===== config.mk =====
export PLATFORM = sky130hd
export DESIGN_NAME = qtable_next_hop_select_flat
export DESIGN_NICKNAME = d
export VERILOG_FILES = /design/src/rtl/qtable_next_hop_select_pkg.sv /design/src/rtl/qtable_next_hop_select_if.sv /design/src/rtl/qtable_next_hop_select_qsel_compare.sv /design/src/rtl/qtable_next_hop_select.sv /design/src/flat_wrapper.sv
export SDC_FILE = /design/constraint.sdc
export NUM_CORES = 1
export LEC_CHECK = 0
export CORE_ASPECT_RATIO = 0.5
export CORE_MARGIN = 2
export CORE_UTILIZATION = 30
export DETAILED_ROUTE_END_ITERATION = 6
export SYNTH_ARGS = -nofsm -noshare
export SYNTH_HDL_FRONTEND = slang
export SYNTH_SLANG_ARGS = --single-unit

===== constraint.sdc =====
create_clock -name clk -period 3.63 [get_ports clk]
set_clock_uncertainty 0.2 [all_clocks]
set_input_delay 0.726 -clock clk [delete_from_list [all_inputs] [get_ports clk]]
set_output_delay 0.726 -clock clk [all_outputs]
set_load 0.1 [all_outputs]

===== src/rtl/qtable_next_hop_select_pkg.sv =====
// Shared definitions for the Q-table next-hop selection slice.
// Contents: word and fixed-point widths, neighbour-table cap, packet-type
// codes, the selector state encoding and a neighbour-entry record.
package qtable_next_hop_select_pkg;

  localparam int WORD_WIDTH    = 16;
  // Energy and Q-values are unsigned Q2.14: 16'h4000 = 1.0
  localparam int FRAC_W        = 14;
  localparam int MAX_NEIGHBORS = 16;

  typedef enum logic [2:0] {
    PKT_HELLO  = 3'b001,
    PKT_QUPD   = 3'b010,
    PKT_CH_ADV = 3'b011,
    PKT_JOIN   = 3'b100,
    PKT_DATA   = 3'b101
  } pkt_type_e;

  typedef enum logic [1:0] {
    ST_IDLE   = 2'd0,
    ST_SCAN   = 2'd1,
    ST_DRAIN  = 2'd2,
    ST_FINISH = 2'd3
  } sel_state_e;

  typedef struct packed {
    logic [WORD_WIDTH-1:0] source_id;
    logic [WORD_WIDTH-1:0] cluster_id;
    logic [WORD_WIDTH-1:0] energy_left;
    logic [WORD_WIDTH-1:0] qvalue;
  } nbr_entry_t;

endpackage


===== src/rtl/qtable_next_hop_select_if.sv =====
// Bundle of the selector's control, neighbour-bank read bus and result signals.
// master : the environment side (issues en, supplies bank data, reads result)
// slave  : the selector itself (reads en/bank data, drives rd_index/result)
interface qtable_next_hop_select_if;
  import qtable_next_hop_select_pkg::*;

  logic                  en;
  logic [WORD_WIDTH-1:0] neighbor_count;
  logic [WORD_WIDTH-1:0] e_min;
  logic [WORD_WIDTH-1:0] rd_index;
  logic [WORD_WIDTH-1:0] m_source_id;
  logic [WORD_WIDTH-1:0] m_cluster_id;
  logic [WORD_WIDTH-1:0] m_energy_left;
  logic [WORD_WIDTH-1:0] m_qvalue;
  logic [WORD_WIDTH-1:0] best_id;
  logic [WORD_WIDTH-1:0] best_cluster_id;
  logic [WORD_WIDTH-1:0] best_energy;
  logic [WORD_WIDTH-1:0] best_qvalue;
  logic                  found;
  logic                  busy;
  logic                  done;

  modport master (
    output en, neighbor_count, e_min,
    output m_source_id, m_cluster_id, m_energy_left, m_qvalue,
    input  rd_index,
    input  best_id, best_cluster_id, best_energy, best_qvalue,
    input  found, busy, done
  );

  modport slave (
    input  en, neighbor_count, e_min,
    input  m_source_id, m_cluster_id, m_energy_left, m_qvalue,
    output rd_index,
    output best_id, best_cluster_id, best_energy, best_qvalue,
    output found, busy, done
  );

endinterface


===== src/rtl/qtable_next_hop_select_qsel_compare.sv =====
// qsel_compare: combinational eligibility + replacement decision.
// Ports:
//   cand_energy_i / cand_qvalue_i : candidate entry
//   best_energy_i / best_qvalue_i : current best entry
//   e_min_i                       : eligibility energy threshold
//   found_i                       : a best entry is already held
//   take_o                        : candidate should replace the best
// Full ties do not replace, so the earlier entry wins.
module qsel_compare
  import qtable_next_hop_select_pkg::*;
#(
  parameter int W = WORD_WIDTH
) (
  input  logic [W-1:0] cand_energy_i,
  input  logic [W-1:0] cand_qvalue_i,
  input  logic [W-1:0] best_energy_i,
  input  logic [W-1:0] best_qvalue_i,
  input  logic [W-1:0] e_min_i,
  input  logic         found_i,
  output logic         take_o
);

  logic eligible;
  logic q_better;
  logic tie_break;

  always_comb begin
    eligible  = (cand_energy_i >= e_min_i);
    q_better  = (cand_qvalue_i > best_qvalue_i);
    tie_break = (cand_qvalue_i == best_qvalue_i) && (cand_energy_i > best_energy_i);
    take_o    = eligible && (!found_i || q_better || tie_break);
  end

endmodule


===== src/rtl/qtable_next_hop_select.sv =====
// qtable_next_hop_select: scans the neighbour banks on a start pulse and keeps
// the eligible neighbour with the highest Q-value (energy breaks Q ties).
// Ports:
//   clk   : system clock, rising edge
//   nrst  : synchronous active-low reset
//   bus   : slave side of qtable_next_hop_select_if
//           en/neighbor_count/e_min in, rd_index out, bank data in,
//           best_*/found/busy/done out
module qtable_next_hop_select #(
  parameter int WORD_WIDTH    = qtable_next_hop_select_pkg::WORD_WIDTH,
  parameter int MAX_NEIGHBORS = qtable_next_hop_select_pkg::MAX_NEIGHBORS,
  parameter int RD_LAT        = 1
) (
  input  logic                      clk,
  input  logic                      nrst,
  qtable_next_hop_select_if.slave   bus
);
  import qtable_next_hop_select_pkg::*;

  localparam logic [WORD_WIDTH-1:0] NMAX = WORD_WIDTH'(MAX_NEIGHBORS);
  localparam logic [WORD_WIDTH-1:0] ONE  = WORD_WIDTH'(1);

  sel_state_e state_q, state_d;

  logic [WORD_WIDTH-1:0] n_q, n_d;
  logic [WORD_WIDTH-1:0] emin_q, emin_d;
  logic [WORD_WIDTH-1:0] rd_idx_q, rd_idx_d;
  logic                  issue_p0_q, issue_p0_d;
  logic [RD_LAT-1:0]     vld_p1_q;
  logic [RD_LAT:0]       vld_chain;
  logic                  clr_best;
  logic [WORD_WIDTH-1:0] n_clamped;

  logic [WORD_WIDTH-1:0] best_id_q, best_cid_q, best_e_q, best_qv_q;
  logic                  found_q;
  logic                  cand_vld;
  logic                  take;

  assign n_clamped = (bus.neighbor_count > NMAX) ? NMAX : bus.neighbor_count;

  // Index-valid tag travels alongside the bank read; the oldest tag marks
  // the word currently presented on m_*.
  assign vld_chain = {vld_p1_q, issue_p0_q};
  assign cand_vld  = vld_p1_q[RD_LAT-1];

  qsel_compare #(.W(WORD_WIDTH)) u_cmp (
    .cand_energy_i (bus.m_energy_left),
    .cand_qvalue_i (bus.m_qvalue),
    .best_energy_i (best_e_q),
    .best_qvalue_i (best_qv_q),
    .e_min_i       (emin_q),
    .found_i       (found_q),
    .take_o        (take)
  );

  // State register and datapath registers
  always_ff @(posedge clk) begin
    if (!nrst) begin
      state_q    <= ST_IDLE;
      n_q        <= '0;
      emin_q     <= '0;
      rd_idx_q   <= '0;
      issue_p0_q <= 1'b0;
      vld_p1_q   <= '0;
      best_id_q  <= '0;
      best_cid_q <= '0;
      best_e_q   <= '0;
      best_qv_q  <= '0;
      found_q    <= 1'b0;
    end else begin
      state_q    <= state_d;
      n_q        <= n_d;
      emin_q     <= emin_d;
      rd_idx_q   <= rd_idx_d;
      issue_p0_q <= issue_p0_d;
      vld_p1_q   <= vld_chain[RD_LAT-1:0];
      if (clr_best) begin
        best_id_q  <= '0;
        best_cid_q <= '0;
        best_e_q   <= '0;
        best_qv_q  <= '0;
        found_q    <= 1'b0;
      end else if (cand_vld && take) begin
        best_id_q  <= bus.m_source_id;
        best_cid_q <= bus.m_cluster_id;
        best_e_q   <= bus.m_energy_left;
        best_qv_q  <= bus.m_qvalue;
        found_q    <= 1'b1;
      end
    end
  end

  // Next-state logic
  always_comb begin
    state_d    = state_q;
    n_d        = n_q;
    emin_d     = emin_q;
    rd_idx_d   = rd_idx_q;
    issue_p0_d = 1'b0;
    clr_best   = 1'b0;
    unique case (state_q)
      ST_IDLE: begin
        if (bus.en) begin
          n_d      = n_clamped;
          emin_d   = bus.e_min;
          clr_best = 1'b1;
          if (n_clamped == '0) begin
            state_d = ST_FINISH;
          end else begin
            state_d    = ST_SCAN;
            rd_idx_d   = '0;
            issue_p0_d = 1'b1;
          end
        end
      end
      ST_SCAN: begin
        if (rd_idx_q == n_q - ONE) begin
          state_d = ST_DRAIN;
        end else begin
          rd_idx_d   = rd_idx_q + ONE;
          issue_p0_d = 1'b1;
        end
      end
      // Leave once every issued read has returned and been compared; the
      // final best update lands on the edge that empties the pipeline.
      ST_DRAIN: begin
        if (!issue_p0_q && (vld_p1_q == '0)) state_d = ST_FINISH;
      end
      ST_FINISH: state_d = ST_IDLE;
      default:   state_d = ST_IDLE;
    endcase
  end

  // Outputs
  always_comb begin
    bus.rd_index        = rd_idx_q;
    bus.best_id         = best_id_q;
    bus.best_cluster_id = best_cid_q;
    bus.best_energy     = best_e_q;
    bus.best_qvalue     = best_qv_q;
    bus.found           = found_q;
    bus.busy            = (state_q != ST_IDLE);
    bus.done            = (state_q == ST_FINISH);
  end

endmodule

===== src/flat_wrapper.sv =====
// flat-port wrapper written by rule: the top's interface ports become plain ports
module qtable_next_hop_select_flat import qtable_next_hop_select_pkg::*;
#(
  parameter int WORD_WIDTH    = qtable_next_hop_select_pkg::WORD_WIDTH,
  parameter int MAX_NEIGHBORS = qtable_next_hop_select_pkg::MAX_NEIGHBORS,
  parameter int RD_LAT        = 1
)
  (clk, nrst, bus_en, bus_neighbor_count, bus_e_min, bus_m_source_id, bus_m_cluster_id, bus_m_energy_left, bus_m_qvalue, bus_rd_index, bus_best_id, bus_best_cluster_id, bus_best_energy, bus_best_qvalue, bus_found, bus_busy, bus_done);
  qtable_next_hop_select_if bus_i ();
  input  logic clk;
  input  logic nrst;
  input wire logic [$bits(bus_i.en)-1:0] bus_en;
  input wire logic [$bits(bus_i.neighbor_count)-1:0] bus_neighbor_count;
  input wire logic [$bits(bus_i.e_min)-1:0] bus_e_min;
  input wire logic [$bits(bus_i.m_source_id)-1:0] bus_m_source_id;
  input wire logic [$bits(bus_i.m_cluster_id)-1:0] bus_m_cluster_id;
  input wire logic [$bits(bus_i.m_energy_left)-1:0] bus_m_energy_left;
  input wire logic [$bits(bus_i.m_qvalue)-1:0] bus_m_qvalue;
  output wire logic [$bits(bus_i.rd_index)-1:0] bus_rd_index;
  output wire logic [$bits(bus_i.best_id)-1:0] bus_best_id;
  output wire logic [$bits(bus_i.best_cluster_id)-1:0] bus_best_cluster_id;
  output wire logic [$bits(bus_i.best_energy)-1:0] bus_best_energy;
  output wire logic [$bits(bus_i.best_qvalue)-1:0] bus_best_qvalue;
  output wire logic [$bits(bus_i.found)-1:0] bus_found;
  output wire logic [$bits(bus_i.busy)-1:0] bus_busy;
  output wire logic [$bits(bus_i.done)-1:0] bus_done;
  assign bus_i.en = bus_en;
  assign bus_i.neighbor_count = bus_neighbor_count;
  assign bus_i.e_min = bus_e_min;
  assign bus_i.m_source_id = bus_m_source_id;
  assign bus_i.m_cluster_id = bus_m_cluster_id;
  assign bus_i.m_energy_left = bus_m_energy_left;
  assign bus_i.m_qvalue = bus_m_qvalue;
  assign bus_rd_index = bus_i.rd_index;
  assign bus_best_id = bus_i.best_id;
  assign bus_best_cluster_id = bus_i.best_cluster_id;
  assign bus_best_energy = bus_i.best_energy;
  assign bus_best_qvalue = bus_i.best_qvalue;
  assign bus_found = bus_i.found;
  assign bus_busy = bus_i.busy;
  assign bus_done = bus_i.done;
  qtable_next_hop_select #(.WORD_WIDTH(WORD_WIDTH), .MAX_NEIGHBORS(MAX_NEIGHBORS), .RD_LAT(RD_LAT)) u_core (.clk(clk), .nrst(nrst), .bus(bus_i));
endmodule

After elaboration in Yosys (flattened, before gate mapping) --
Cells that the tools add are included.
Operators by class: add/sub/neg operators 2, multiply operators 0, div/mod/pow operators 0, $lt $le $gt $ge 4, equal/unequal tests 10, shift operators 0, muxes and demuxes 16, bitwise operators 2, reductions and logical operators 16
Operator list (number):
- 16-bit 2-to-1 mux | 4
- 16-bit equality test | 2
- 16-bit greater-than comparator | 2
- 16-bit case mux with 2 select lines | 1
- 16-bit by 1-bit adder with 16-bit output (second input constant) | 1
- 16-bit >= comparator | 1
- 16-bit by 5-bit greater-than comparator with 1-bit output (second input constant) | 1
- 16-bit logical NOT | 1
- 16-bit by 1-bit subtractor with 16-bit output (second input constant) | 1
- 2-bit 2-to-1 mux | 4
- 2-bit case mux with 4 select lines | 1
- 2-bit inequality test (second input constant) | 3
- 1-bit 2-to-1 mux | 5
- 2-bit equality test (second input constant) | 2
- 1-bit logical AND | 4
- 2-bit by 1-bit inequality test with 1-bit output (second input constant) | 2
- 4-bit AND reduction | 1
- 2-bit nonzero test | 2
- 3-bit AND reduction | 1
- 2-bit by 1-bit equality test with 1-bit output (second input constant) | 1
- 1-bit logical NOT | 2
- 2-bit logical NOT | 1
- 1-bit logical OR | 2
- 1-bit inverter | 2
- 3 further kinds | 3
Storage, ports and cells: register bits after elaboration 117, latch bits 0, bits in writable memories 0, ROM bits 0, bits of input ports 99, output and inout port bits 83, memories 0

Logic depth before layout (Yosys ltp) --
word-level depth 6, depth in mapped cells 12, gate-level depth less buffers 10

By module --
A second synthesis with hierarchy kept.
Second synthesis, totals: cell total of the unflattened synthesis 772, area total of the unflattened synthesis 6208.5 um^2
By module, submodules not included:
- qtable_next_hop_select | times used 1, cells each 610, area each 5017.3 um^2, sequential area each 2342.2 um^2
- qsel_compare | times used 1, cells each 162, area each 1191.1 um^2, sequential area each 0.0 um^2

Worst setup path after synthesis --
OpenSTA, ideal clock, no wires.
kind register to register, from reg u_core.best_qv_q[1], in the netlist u_core.bus.best_qvalue[1], to reg u_core.best_cid_q[13], in the netlist u_core.bus.best_cluster_id[13], setup time 0.132 ns, arrival 3.074 ns, data required time 3.298 ns, setup slack 0.224 ns, stages on the path, launching flop included 12, period minus slack after synthesis 3.406 ns, cell sequence dfxtp_1 inv_1 ha_1 nor2b_1 o21a_1 o21ai_0 nand2b_1 a2111oi_0 o211ai_1 clkbuf_1 nand3_1 a21oi_1
On the way: cells in the longest elaborated chain, start to end 5
Ends and longest elaborated chain:
- start, declared | line qtable_next_hop_select.sv:34 | logic [WORD_WIDTH-1:0] best_id_q, best_cid_q, best_e_q, best_qv_q;
- start signal, assigned | line qtable_next_hop_select.sv:87 | best_qv_q <= bus.m_qvalue;
- 16-bit greater-than comparator / 16-bit equality test (equally long branches) | line qtable_next_hop_select_qsel_compare.sv:29, qtable_next_hop_select_qsel_compare.sv:30
- 1-bit logical OR / 1-bit logical AND (equally long branches) | line qtable_next_hop_select_qsel_compare.sv:31, qtable_next_hop_select_qsel_compare.sv:30
- 1-bit logical OR (*) | line qtable_next_hop_select_qsel_compare.sv:31 | take_o = eligible && (!found_i || q_better || tie_break);
- 1-bit logical AND (*) | line qtable_next_hop_select_qsel_compare.sv:31
- 1-bit logical AND (*) | line qtable_next_hop_select.sv:83 | end else if (cand_vld && take) begin
- end signal, assigned | line qtable_next_hop_select.sv:85 | best_cid_q <= bus.m_cluster_id;
- end, declared | line qtable_next_hop_select.sv:34
Every way passes the cells marked *; elsewhere a longest branch is shown, timed or not. A chain may end at the register's enable or synchronous reset.

Worst setup path in the final report --
from reg u_core.n_q[0], to reg u_core.rd_idx_q[11], in the netlist u_core.bus.rd_index[11]
On the way: cells in the longest elaborated chain, start to end 4
Ends and longest elaborated chain:
- start, declared | line qtable_next_hop_select.sv:25 | logic [WORD_WIDTH-1:0] n_q, n_d;
- start signal, assigned | line qtable_next_hop_select.sv:72 | n_q <= n_d;
- 16-bit by 1-bit subtractor with 16-bit output | line qtable_next_hop_select.sv:117 | if (rd_idx_q == n_q - ONE) begin
- 16-bit equality test | line qtable_next_hop_select.sv:117
- 2-bit inequality test (no source line)
- 4-bit AND reduction (no source line)
- end signal, assigned | line qtable_next_hop_select.sv:74 | rd_idx_q <= rd_idx_d;
- end, declared | line qtable_next_hop_select.sv:27 | logic [WORD_WIDTH-1:0] rd_idx_q, rd_idx_d;
No other way between the ends.

==> impl_metrics.ini <==
[run_status]
status = finished, final reports clean

[critical_path]
crit_fanout = 6
r2r-start = u_core.n_q[0]
critPathCaptureType = flop
worstPathRequired_ns = 3.79
ff2ff_path_depth = 11
critical_path_arrival_ns = 3.50
r2r-end = u_core.bus.rd_index[11]
r2r_slack_ns = 0.29
start_kind = flop
crit_type = flop to flop

[final_layout]
final_cell_mix = 117 x dfxtp_1, 115 x clkdlybuf4s50_1, 98 x a21oi_1
drive_gt1_frac = 0.143
diodes = 0
final_nets = 1129
final_common_cell = dfxtp_1
syn2layout_area_growth_pct = 42.1
layout.cells.non_filler = 1262
num-fill-cells = 2068

[synthesis]
synth_edf_count = 0
synth_mux_area_frac = 0.00938
synth_area_per_cell_um2 = 8.01
yosys.area_share.simple = 0.203
async_flop_share = 0
ys.flop_type = dfxtp_1
synth-seq-area-share = 0.366
synth-compound-area-share = 0.214
syn_area_mm2 = 0.00640
ys_types = 60
synth_top_family_by_area = compound AO/OA/AOI/OAI gates
yosys_warnings = 0
synth_nets = 952
synth_cells = 799
synth_seq_cells = 117
synth_fa_ha_area_frac = 0.106
synthXorXnorAreaFrac = 0.0342

[floorplan]
start_util = 0.309
die_x_um = 211
io_pins = 182
placementRows = 37
die_h_um = 107
die_area_mm2 = 0.0226
core_region_area_mm2 = 0.0207

[power_and_ir_drop]
ir_drop_mv = 0.314
power.share.switching = 0.331
p_switching_mw = 1.44
power_density_mw_per_mm2 = 477
p_seq_frac = 0.323
report.power.total_mw = 4.34
p_leak_nw = 3.55
p_int_mw = 2.90
power_frac_comb = 0.265
clkPwrFrac = 0.412

[sta]
setup_slack_ns = 0.287
setup_viol = 0
hold_viol_final = 0
max_freq_mhz = 299
rsz0062_at_grt = false
fin_setup_tns_ns = 0
tightest_slew_ns = 0.994
finalCriticalPeriod_ns = 3.34
maxSlewHeadroom = 0.335
slew_viol_final = 0
min_period_over_period = 0.921

[route]
initialDrtViolationCount = 500
drt_wl_total_mm = 19.8
dr.pass1.iters = 7
vias = 6395
route.detailed.drc = 0
wl_per_cell_um = 15.7
ant_nets = 0
viasPerCell = 5.07

[placement]
placed_cells = 1230
port_buffers = 181
dp_hpwl_mm = 14.4
dp_slack_ns = -0.129
gp_congestion = 0.878

[clock_tree]
cts_tree = done
path_clk_slew_ns = 0.06
insertion_delay_ns = 0.41
htreeDepth = 4
cts_num_sinks = 117
cts_setup_buffers = 0
cts-buffers-inserted = 17
cts_buffer_depth = 2
root_buffer = clkbuf_16

[grt]
grt_first_pass_wirelength_mm = 31.8
grt_pass1_vias = 6183
antenna_found_initial = 0
track_usage = 0.176
grt_max_degree = 66
grt_overflow = 0

[worst_hold_path]
hp-class = flop to flop
hp-start = u_core.issue_p0_q
holdPathEnd = u_core.cand_vld
hold_depth = 1

[job]
cap_violations = 0
==> power by group through the flow <==
| stage | Clock [mW] | Sequential (mW) | Combinational [mW] |
|---|---|---|---|
| after CTS | 1.82 | 1.40 | 1.15 |
| after floorplan | 0 | 1.66 | 0.523 |
| after global placement | 0 | 1.43 | 1.13 |
| after detailed placement | 0 | 1.43 | 1.15 |
| after global routing | 1.88 | 1.41 | 1.25 |
| final | 1.79 | 1.40 | 1.15 |
==> sequential cells by signal (all words and copies together) (netlist names) <==
| name | cells |
|---|---|
| u_core.n_q | 16 |
| u_core.bus.best_id | 16 |
| u_core.emin_q | 16 |
| u_core.bus.rd_index | 16 |
| u_core.bus.best_energy | 16 |
| u_core.state_q | 2 |
| u_core.issue_p0_q | 1 |
| u_core.bus.best_qvalue | 16 |
| u_core.bus.found | 1 |
| u_core.cand_vld | 1 |
| u_core.bus.best_cluster_id | 16 |
==> worst max-delay path by stage <==
stage,from,endpoint,slack (ns),cells past startpoint
2_1_floorplan,u_core.bus.best_qvalue[1],u_core.bus.best_cluster_id[13],0.22,11
3_3_place_gp,bus_m_energy_left[3],u_core.bus.best_cluster_id[4],-0.04,11
3_5_place_dp,bus_m_qvalue[15],u_core.bus.best_id[3],-0.13,10
4_1_cts,u_core.n_q[5],u_core.bus.rd_index[13],0.21,8
5_1_grt,bus_m_qvalue[1],u_core.bus.best_cluster_id[0],0.06,11
6_report,u_core.n_q[0],u_core.bus.rd_index[11],0.29,11
==> synth_stat cells, drive strengths merged (6+ instances only) <==
cell	instances	area [um2]
xnor2	17	149
dfxtp	117	2340
a211o	6	52.6
and3	16	100
a21o	9	67.6
nor4	10	83.8
clkbuf	41	154
xor2	8	70.1
nand3	74	370
inv	62	233
a21oi	100	508
nor3	10	50.1
buf	9	52.5
nand2b	6	37.5
nand4	14	87.6
ha	54	676
nand2	64	240
nor2b	6	40.0
o21ai	82	410
nor2	28	105
mux2i	6	60.1
==> layer usage <==
layer / part of all wire / global-route usage / vias to the layer above
li1: - / - / 3201
met1: 0.44 / 0.222 / 3035
met2: 0.51 / 0.302 / 135
met3: 0.039 / 0.0350 / 24
met4: 0.017 / 0.0584 / 0
met5: 0 / 0 / -
==> repair_timing <==
action | in CTS | in global routing
resized for setup | 0 | 1
hold buffers | 0 | 0
setup endpoints to repair | 0 | 2
==> per-stage QoR <==
step / instance area [um2] / utilization / hold WS [ns]
floorplan: 6400 / - / 0.224
global placement: 8470 / 0.408 / 0.242
detailed placement: 8470 / 0.408 / 0.243
CTS: 9090 / 0.438 / 0.250
global route: 9100 / 0.439 / 0.273
finish: 9100 / 0.439 / 0.245
==> cells by family (layout without fill, tap and decap cells) <==
family | Yosys count | in the layout
DFF | 117 | 117
xor gates and xnor gates | 25 | 25
and+or+nand+nor | 251 | 251
AOI/OAI and AO/OA | 234 | 234
adders and majority gates | 54 | 54
muxes | 6 | 6
buffers and inverters | 112 | 302
==> final cells by class <==
cell class | count | area (um2) | area share
multi-input combinational | 570 | 3650 | 0.401
tap | 273 | 342 | 0.0375
timing repair buffer | 208 | 1910 | 0.210
sequential | 117 | 2340 | 0.257
clock inverter | 13 | 181 | 0.0199
clock buffer | 19 | 443 | 0.0487
inverter | 62 | 233 | 0.0256
==> critical path, stage by stage, from the launching register on <==
cell and delay (ns):
dfxtp_1 0.38, inv_1 0.11, ha_1 0.17, or4b_1 0.58, nor4_2 0.39, mux2i_1 0.14
o2bb2ai_2 0.16, nor4_4 0.45, buf_4 0.21, a211oi_2 0.10, a211o_1 0.33, nand2_1 0.05
No activity file was read; power rests on OpenSTA's default activity.
==> RTL edit: new RTL, same settings <==
Reset style: asynchronous (`nrst`), changed in one clocked block. Comments in the files are not updated.
--- a/src/rtl/qtable_next_hop_select.sv
+++ b/src/rtl/qtable_next_hop_select.sv
@@ -55,5 +55,5 @@
 
   // State register and datapath registers
-  always_ff @(posedge clk) begin
+  always_ff @(posedge clk or negedge nrst) begin
     if (!nrst) begin
       state_q    <= ST_IDLE;
Formal check against the unedited RTL: differs if nrst is asserted again (counterexample within 4 cycles, from zero or initial values and one cycle with nrst low); with nrst held inactive, the same outputs for 10 cycles.
==> RTL edit against the original RTL <==
Synthesized cell count down 3.3%. Wire length up 7.1%. Worst hold slack worse by 95 ps. Fmax down 2.5%. Worst setup slack worse by 84 ps. Sequential cell count unchanged. Count of clock-buffer cells in the layout up 1. Global-route usage up 0.49 points. Cell area up 6.4%. Synthesized area up 7.3%.
Power is not compared: it rests on default switching activity, and its combinational part moved more than twofold at a synthesized area within 25%.
==> RTL edit: results (changes against the original RTL) <==
Area contributors post-synth dfrtp_1 43%, ha_1 9.8%, o21ai_0 7.8% (was dfxtp_1 37%, ha_1 11%, a21oi_1 7.7%); synth cell count leaders 117 x dfrtp_1, 107 x o21ai_0, 90 x a21oi_1, 76 x nand3_1, 59 x inv_1 (was 117 x dfxtp_1, 98 x a21oi_1, 80 x o21ai_0, 74 x nand3_1, 64 x nand2_1); DPL Wire Length 15400 um (was 14400 um); Top delay family on crit path compound AO/OA/AOI/OAI gates (was simple AND/OR/NAND/NOR gates); Routed met2 length 10400 um (was 10100 um); M1 GR Usage 0.230 (was 0.222); slowest stage cell, crit path a2111oi_0 (was or4b_1); layout cells sized above 1 0.168 (was 0.143); asr flop ratio synth 1.00 (was 0); CP Max Fanout 34 (was 6); largest net degree at the start of global routing 53 (was 66); Placed Instances 1249 (was 1230); met3 usage 0.0307 (was 0.0350); nets@finish 1114 (was 1129); Metal-1 WL 9290 um (was 8660 um); pre-CTS setup slack -86.5 ps (was -129 ps); syn_nets 926 (was 952); outcome complete, no violations (unchanged); met3 wire len 747 um (was 776 um); GR Util met2 0.297 (was 0.302); final WL 21200 um (was 19800 um); vias in the first global route 6660 (was 6183); drt first pass iters 5 (was 7); crit-path max cell delay 650 ps (was 580 ps); gp weighted congestion 0.881 (was 0.878); Final Non-Filler Cells 1281 (was 1262); Synth cell types 64 (was 60); Post-Syn Area per Cell 8.89 um^2 (was 8.01 um^2)
-- RTL edit: cell count changes in the layout (fill, tap and decap cells not counted), moves of 12 or more --
cell	before	now
dfrtp_1	0	117
dfxtp_1	117	0
nand2_1	63	35
o21ai_0	80	107
buf_4	88	107
clkdlybuf4s50_1	115	103
-- RTL edit: path summary, 6_finish.rpt --
check | slack [ps] | startpoint | endpoint | depth (start not counted)
hold / removal | 150 | nrst | u_core.n_q[13] | 1
setup reg to reg | 470 | u_core.n_q[3] | u_core.state_q[1] | 7
setup / recovery | 200 | bus_m_energy_left[7] | u_core.bus.best_id[10] | 11
max in group asynchronous | 2040 | nrst | u_core.bus.best_energy[4] | 3
min in group clk | 170 | u_core.issue_p0_q | u_core.cand_vld | 0
hold reg to reg | 170 | u_core.issue_p0_q | u_core.cand_vld | 0
-- RTL edit: cells by family (layout without fill, tap and decap cells) --
| family | after synthesis | in the layout | synth area share |
|---|---|---|---|
| AND/OR/NAND/NOR | 228 | 228 | 0.180 |
| XOR/XNOR | 15 | 15 | 0.0211 |
| buffers and inverters | 107 | 308 | 0.0617 |
| flip-flops | 117 | 117 | 0.426 |
| adder cells (fa/ha/maj) | 54 | 54 | 0.0984 |
| AO/OA/AOI/OAI | 246 | 246 | 0.203 |
| multiplexers | 6 | 6 | 0.00929 |
-- RTL edit: area by class of cell --
type                    count  area [um^2]
clock buffers              20          467
clock inverters            12          175
fillers                  2245        13000
inverters                  59          221
multi-input cells         549         3530
flip-flops and latches    117         2930
well taps                 307          384
repair buffers            217         1970
-- RTL edit: power groups by stage --
stage                     clock, mW  sequential (mW)  combinational [mW]
after detailed placement          0             1.90                4.25
final                          1.84             1.88                4.26
after floorplan                   0             3.41                1.53
after global routing           1.94             1.92                4.58
after CTS                      1.88             1.88                4.28
after global placement            0             1.89                4.18
